$ cat src/rtl/game_status.sv
// Space Invaders game-level FSM: kills, lives, pause and WIN/LOSE banner hold.
// Define GAME_STATUS_BTN_SYNC_EN to add a 2-flop synchronizer on start_btn.
module game_status #(
  parameter int NUM_ALIENS   = 55,
  parameter int LIVES        = 3,
  parameter int PAUSE_FRAMES = 60,
  parameter int HOLD_FRAMES  = 300
) (
  input  logic       clk,
  input  logic       rst,
  input  logic       frame_tick,
  input  logic       start_btn,
  input  logic       alien_hit,
  input  logic       player_hit,
  input  logic       invaded,
  output logic       playing,
  output logic       paused,
  output logic       winner,
  output logic       loser,
  output logic [6:0] kills,
  output logic [2:0] lives
);

  typedef enum logic [4:0] {
    IDLE  = 5'b00001,
    PLAY  = 5'b00010,
    PAUSE = 5'b00100,
    WIN   = 5'b01000,
    LOSE  = 5'b10000
  } state_t;

  localparam logic [6:0] K_MAX  = 7'(NUM_ALIENS);
  localparam logic [6:0] K_LAST = 7'(NUM_ALIENS - 1);
  localparam logic [2:0] L_INIT = 3'(LIVES);
  localparam logic [9:0] P_LOAD = 10'(PAUSE_FRAMES);
  localparam logic [9:0] H_LOAD = 10'(HOLD_FRAMES);

  state_t     state, state_nx;
  logic [6:0] kills_q, kills_nx;
  logic [2:0] lives_q, lives_nx;
  logic [9:0] cnt, cnt_nx;
  logic       btn;
  logic       btn_d;
  logic       start_pulse;

`ifdef GAME_STATUS_BTN_SYNC_EN
  logic [1:0] sync;

  always_ff @(posedge clk or negedge rst) begin
    if (!rst) sync <= '0;
    else      sync <= {sync[0], start_btn};
  end

  assign btn = sync[1];
`else
  assign btn = start_btn;
`endif

  // Registered pulse keeps the start path off the state logic's input cone.
  always_ff @(posedge clk or negedge rst) begin
    if (!rst) begin
      btn_d       <= 1'b0;
      start_pulse <= 1'b0;
    end else begin
      btn_d       <= btn;
      start_pulse <= btn & ~btn_d;
    end
  end

  always_ff @(posedge clk or negedge rst) begin
    if (!rst) begin
      state   <= IDLE;
      kills_q <= '0;
      lives_q <= '0;
      cnt     <= '0;
    end else begin
      state   <= state_nx;
      kills_q <= kills_nx;
      lives_q <= lives_nx;
      cnt     <= cnt_nx;
    end
  end

  always_comb begin
    state_nx = state;
    kills_nx = kills_q;
    lives_nx = lives_q;
    cnt_nx   = cnt;
    unique case (1'b1)
      state[0]: begin
        if (start_pulse) begin
          state_nx = PLAY;
          kills_nx = '0;
          lives_nx = L_INIT;
        end
      end
      state[1]: begin
        if (alien_hit && kills_q == K_LAST) begin
          state_nx = WIN;
          kills_nx = K_MAX;
          cnt_nx   = H_LOAD;
        end else begin
          if (alien_hit && !invaded && kills_q < K_MAX)
            kills_nx = kills_q + 7'd1;
          if (invaded) begin
            state_nx = LOSE;
            lives_nx = '0;
            cnt_nx   = H_LOAD;
          end else if (player_hit && lives_q <= 3'd1) begin
            state_nx = LOSE;
            lives_nx = '0;
            cnt_nx   = H_LOAD;
          end else if (player_hit) begin
            state_nx = PAUSE;
            lives_nx = lives_q - 3'd1;
            cnt_nx   = P_LOAD;
          end
        end
      end
      state[2]: begin
        if (frame_tick) begin
          if (cnt <= 10'd1) begin
            state_nx = PLAY;
            cnt_nx   = '0;
          end else begin
            cnt_nx = cnt - 10'd1;
          end
        end
      end
      state[3], state[4]: begin
        if (frame_tick && cnt != '0)
          cnt_nx = cnt - 10'd1;
        if (start_pulse && cnt == '0)
          state_nx = IDLE;
      end
      default: state_nx = IDLE;
    endcase
  end

  // One-hot state bits feed the flags directly, so they cannot glitch.
  always_comb begin
    playing = state[1];
    paused  = state[2];
    winner  = state[3];
    loser   = state[4];
    kills   = kills_q;
    lives   = lives_q;
  end

endmodule
$ cat config.mk
export PLATFORM = sky130hd
export DESIGN_NAME = game_status
export DESIGN_NICKNAME = d
export VERILOG_FILES = /design/src/rtl/game_status.sv
export SDC_FILE = /design/constraint.sdc
export NUM_CORES = 1
export LEC_CHECK = 0
export BUFFER_PORTS_ARGS = -buffer_cell sky130_fd_sc_hd__buf_2
export CORE_ASPECT_RATIO = 0.5
export CORE_MARGIN = 2
export CORE_UTILIZATION = 50
export CTS_CLUSTER_SIZE = 16
export DETAILED_ROUTE_END_ITERATION = 7
export PLACE_DENSITY = 0.73
export SLEW_MARGIN = 25
export SYNTH_ARGS = -nofsm -noshare
export SYNTH_HDL_FRONTEND = slang
export SYNTH_SLANG_ARGS = --single-unit
export TNS_END_PERCENT = 100
$ cat constraint.sdc
create_clock -name clk -period 3.1 [get_ports clk]
set_clock_uncertainty 0.05 [all_clocks]
set_input_delay 0.31 -clock clk [delete_from_list [all_inputs] [get_ports clk]]
set_output_delay 0.31 -clock clk [all_outputs]
set_load 0.005 [all_outputs]
==> results.sh <==
export IMPL_cp_max_fo=17
export IMPL_layout_cells_non_filler=248
export IMPL_num_antenna_cells=0
export IMPL_async_flop_share=1.00
export IMPL_postCtsHoldBufs=0
export IMPL_hold_violations=26
export IMPL_tns_ps=0
export IMPL_h_tree_depth=1
export IMPL_placed_area_um2=1810
export IMPL_ir_drop_mv=0.311
export IMPL_drv_slew=0
export IMPL_crit_buf_inv=1
export IMPL_num_io_pins=21
export IMPL_p_per_area_nw_per_um2=758
export IMPL_failed_checks="negative hold slack"
export IMPL_via_count=1454
export IMPL_worst_hold_path_type="input port to async pin"
export IMPL_grt_pass1_vias=1359
export IMPL_timing_hold_ws_ps=-20.7
export IMPL_rsz0062_at_grt="no"
export IMPL_synth_edf_count=0
export IMPL_start_kind="flop"
export IMPL_drc_errors=0
export IMPL_dp_cells=244
export IMPL_post_cts_setup_buffers=0
export IMPL_track_usage=0.218
export IMPL_synth_ff_type="dfrtp_1"
export IMPL_die_area_um2=3880
export IMPL_synth_cell_area_um2=1680
export IMPL_synth_nets=201
export IMPL_worst_slew_pin_slew_ps=841
export IMPL_path_cells="inv_1 > ha_1 > or3b_2 > nor4_1 > a211o_1 > nand2b_4 > o41ai_1"
export IMPL_period_share=0.828
export IMPL_met1Wirelength_mm=1.89
export IMPL_synth_seq_area_share=0.402
export IMPL_drive_gt1_frac=0.163
export IMPL_design_core_area_um2=3100
export IMPL_wl_per_cell_um=15.1
export IMPL_critPathKind="flop to flop"
export IMPL_start_util=0.543
export IMPL_grt_antenna_before_repair=0
export IMPL_grt_max_degree=28
export IMPL_maxCapViolations=0
export IMPL_cts_root_buf="clkbuf_8"
export IMPL_viasPerCell=5.86
export IMPL_clockBufferDepth=2
export IMPL_cts_buffers_inserted=3
export IMPL_clock_sinks=27
export IMPL_critical_path_required_ps=3210
export IMPL_synth_top_area_cell="dfrtp_1"
export IMPL_synth_cells=188
export IMPL_slowest_delay_ps=520
export IMPL_final_nets=222
export IMPL_synth_cell_types=50
export IMPL_ys_ff_latch=27
export IMPL_area_delta_synth_final_pct=10.3
export IMPL_cts_resized=0
export IMPL_drt_iter0_markers=98
export IMPL_clkTransAtPathRegs_ps=90
export IMPL_avgSynthCellArea_um2=8.96
export IMPL_critPathArrivalTime_ps=2680
export IMPL_drt_wl_total_mm=3.75
export IMPL_maxSlewHeadroom=0.434
export IMPL_slowest_stage="or3b_2"
export IMPL_die_w_um=86.1
export IMPL_rows=14
export IMPL_status="finished with violations"
export IMPL_worst_setup_path_end_kind="flop"
export IMPL_globalplace_congestion=0.862
export IMPL_fin_util=0.599
export IMPL_firstDrtPassIters=4
export IMPL_period_minus_slack_ps=2570
export IMPL_max_freq_mhz=389
export IMPL_synth_area_leaders="dfrtp_1 (39%), ha_1 (4.5%), inv_1 (3.8%)"
export IMPL_numPortBuffers=20
export IMPL_die_height_um=45.0
export IMPL_synth_top_area_frac=0.386
export IMPL_clk_latency_ps=280
export IMPL_crit_family="simple AND/OR/NAND/NOR gates"
export IMPL_setup_viol=0
export IMPL_grt_pass1_wl_mm=6.54
export IMPL_synth_warning_count=0
export IMPL_fillCellCount=276
export IMPL_dr_max_layer_used="met4"
export IMPL_p_leak_uw=0.000856
export IMPL_wl_met2_mm=1.68
export IMPL_final_area_um2=1860
export IMPL_cts_tree="done"
export IMPL_wl_met3_um=141
export IMPL_grt_overflow_total=0
export IMPL_hpwlAfterDp_mm=2.70
export IMPL_ant_nets=0
-- report_power, final --
group / internal (uW) / total [uW] / switching [uW]
Sequential: 466 / 606 / 140
Combinational: 256 / 598 / 341
Clock: 92.2 / 204 / 112
Total: 815 / 1410 / 593
-- kinds of logic after synthesis --
family                     Yosys count  share of synthesized area
DFF                                 27                      0.402
AOI/OAI and AO/OA                   58                      0.243
adders and majority gates            6                     0.0446
and+or+nand+nor                     71                      0.230
muxes                                4                     0.0245
buffers and inverters               22                     0.0557
-- cell usage in the layout (no fill, tap or decap), drive strengths merged, types with 3 or more instances in the layout --
cell	Yosys	final
or2	3	3
mux2i	3	3
buf	4	21
nor2	11	11
o22ai	5	5
nor3	3	3
a21oi	11	11
clkbuf	1	4
o41ai	3	3
nand2	17	17
o21ai	13	13
o21bai	3	3
a31oi	4	4
nor2b	3	3
nor4	3	3
or3	5	5
ha	6	6
inv	17	17
a22o	3	3
dfrtp	26	26
nand3	8	8
a211o	3	3
nand2b	5	5
-- state kept, by name (all words and copies together) (netlist names) --
name	flops
state	5
cnt	10
kills	7
lives	3
start_pulse	1
btn_d	1
-- cells in the mapped netlist, types with 4 or more instances --
library cell and instances:
a21oi_1 11, dfrtp_1 26, ha_1 6, inv_1 17, nand2_1 17, nand2b_1 4, nand3_1 7, nor2_1 11
o21ai_0 12, o22ai_1 5, or3_1 5
-- path summary, 6_finish.rpt --
check	end	slack [ps]	from	cells after the start
setup / recovery	cnt[9]	530	cnt[0]	7
hold / removal	cnt[3]	-20	rst	1
max in group asynchronous	state[2]	2630	rst	1
setup reg to reg	cnt[9]	530	cnt[0]	7
min in group clk	btn_d	100	start_btn	1
hold reg to reg	start_pulse	350	btn_d	1
-- through the flow --
step | hold slack (ps) | total power [uW] | setup WS, ps
floorplan | -35.6 | 1030 | 952
global placement | 294 | 1180 | 672
detailed placement | 311 | 1200 | 541
CTS | 4.29 | 1410 | 547
global route | 20.2 | 1540 | 251
finish | -20.7 | 1410 | 532
-- per-layer routing --
layer	vias up	GRT usage
met4	0	0.0635
li1	736	-
met1	679	0.312
met3	4	0.0420
met2	35	0.343
met5	-	0
-- cell type report --
type                    count  area, um2  share of cell area
inverters                  17       63.8              0.0344
clock buffers               4       45.0              0.0243
repair buffers             21        108              0.0580
well taps                  40       50.0              0.0270
flip-flops and latches     27        677               0.365
multi-input cells         139        913               0.492
No activity file was read; power rests on OpenSTA's default activity.
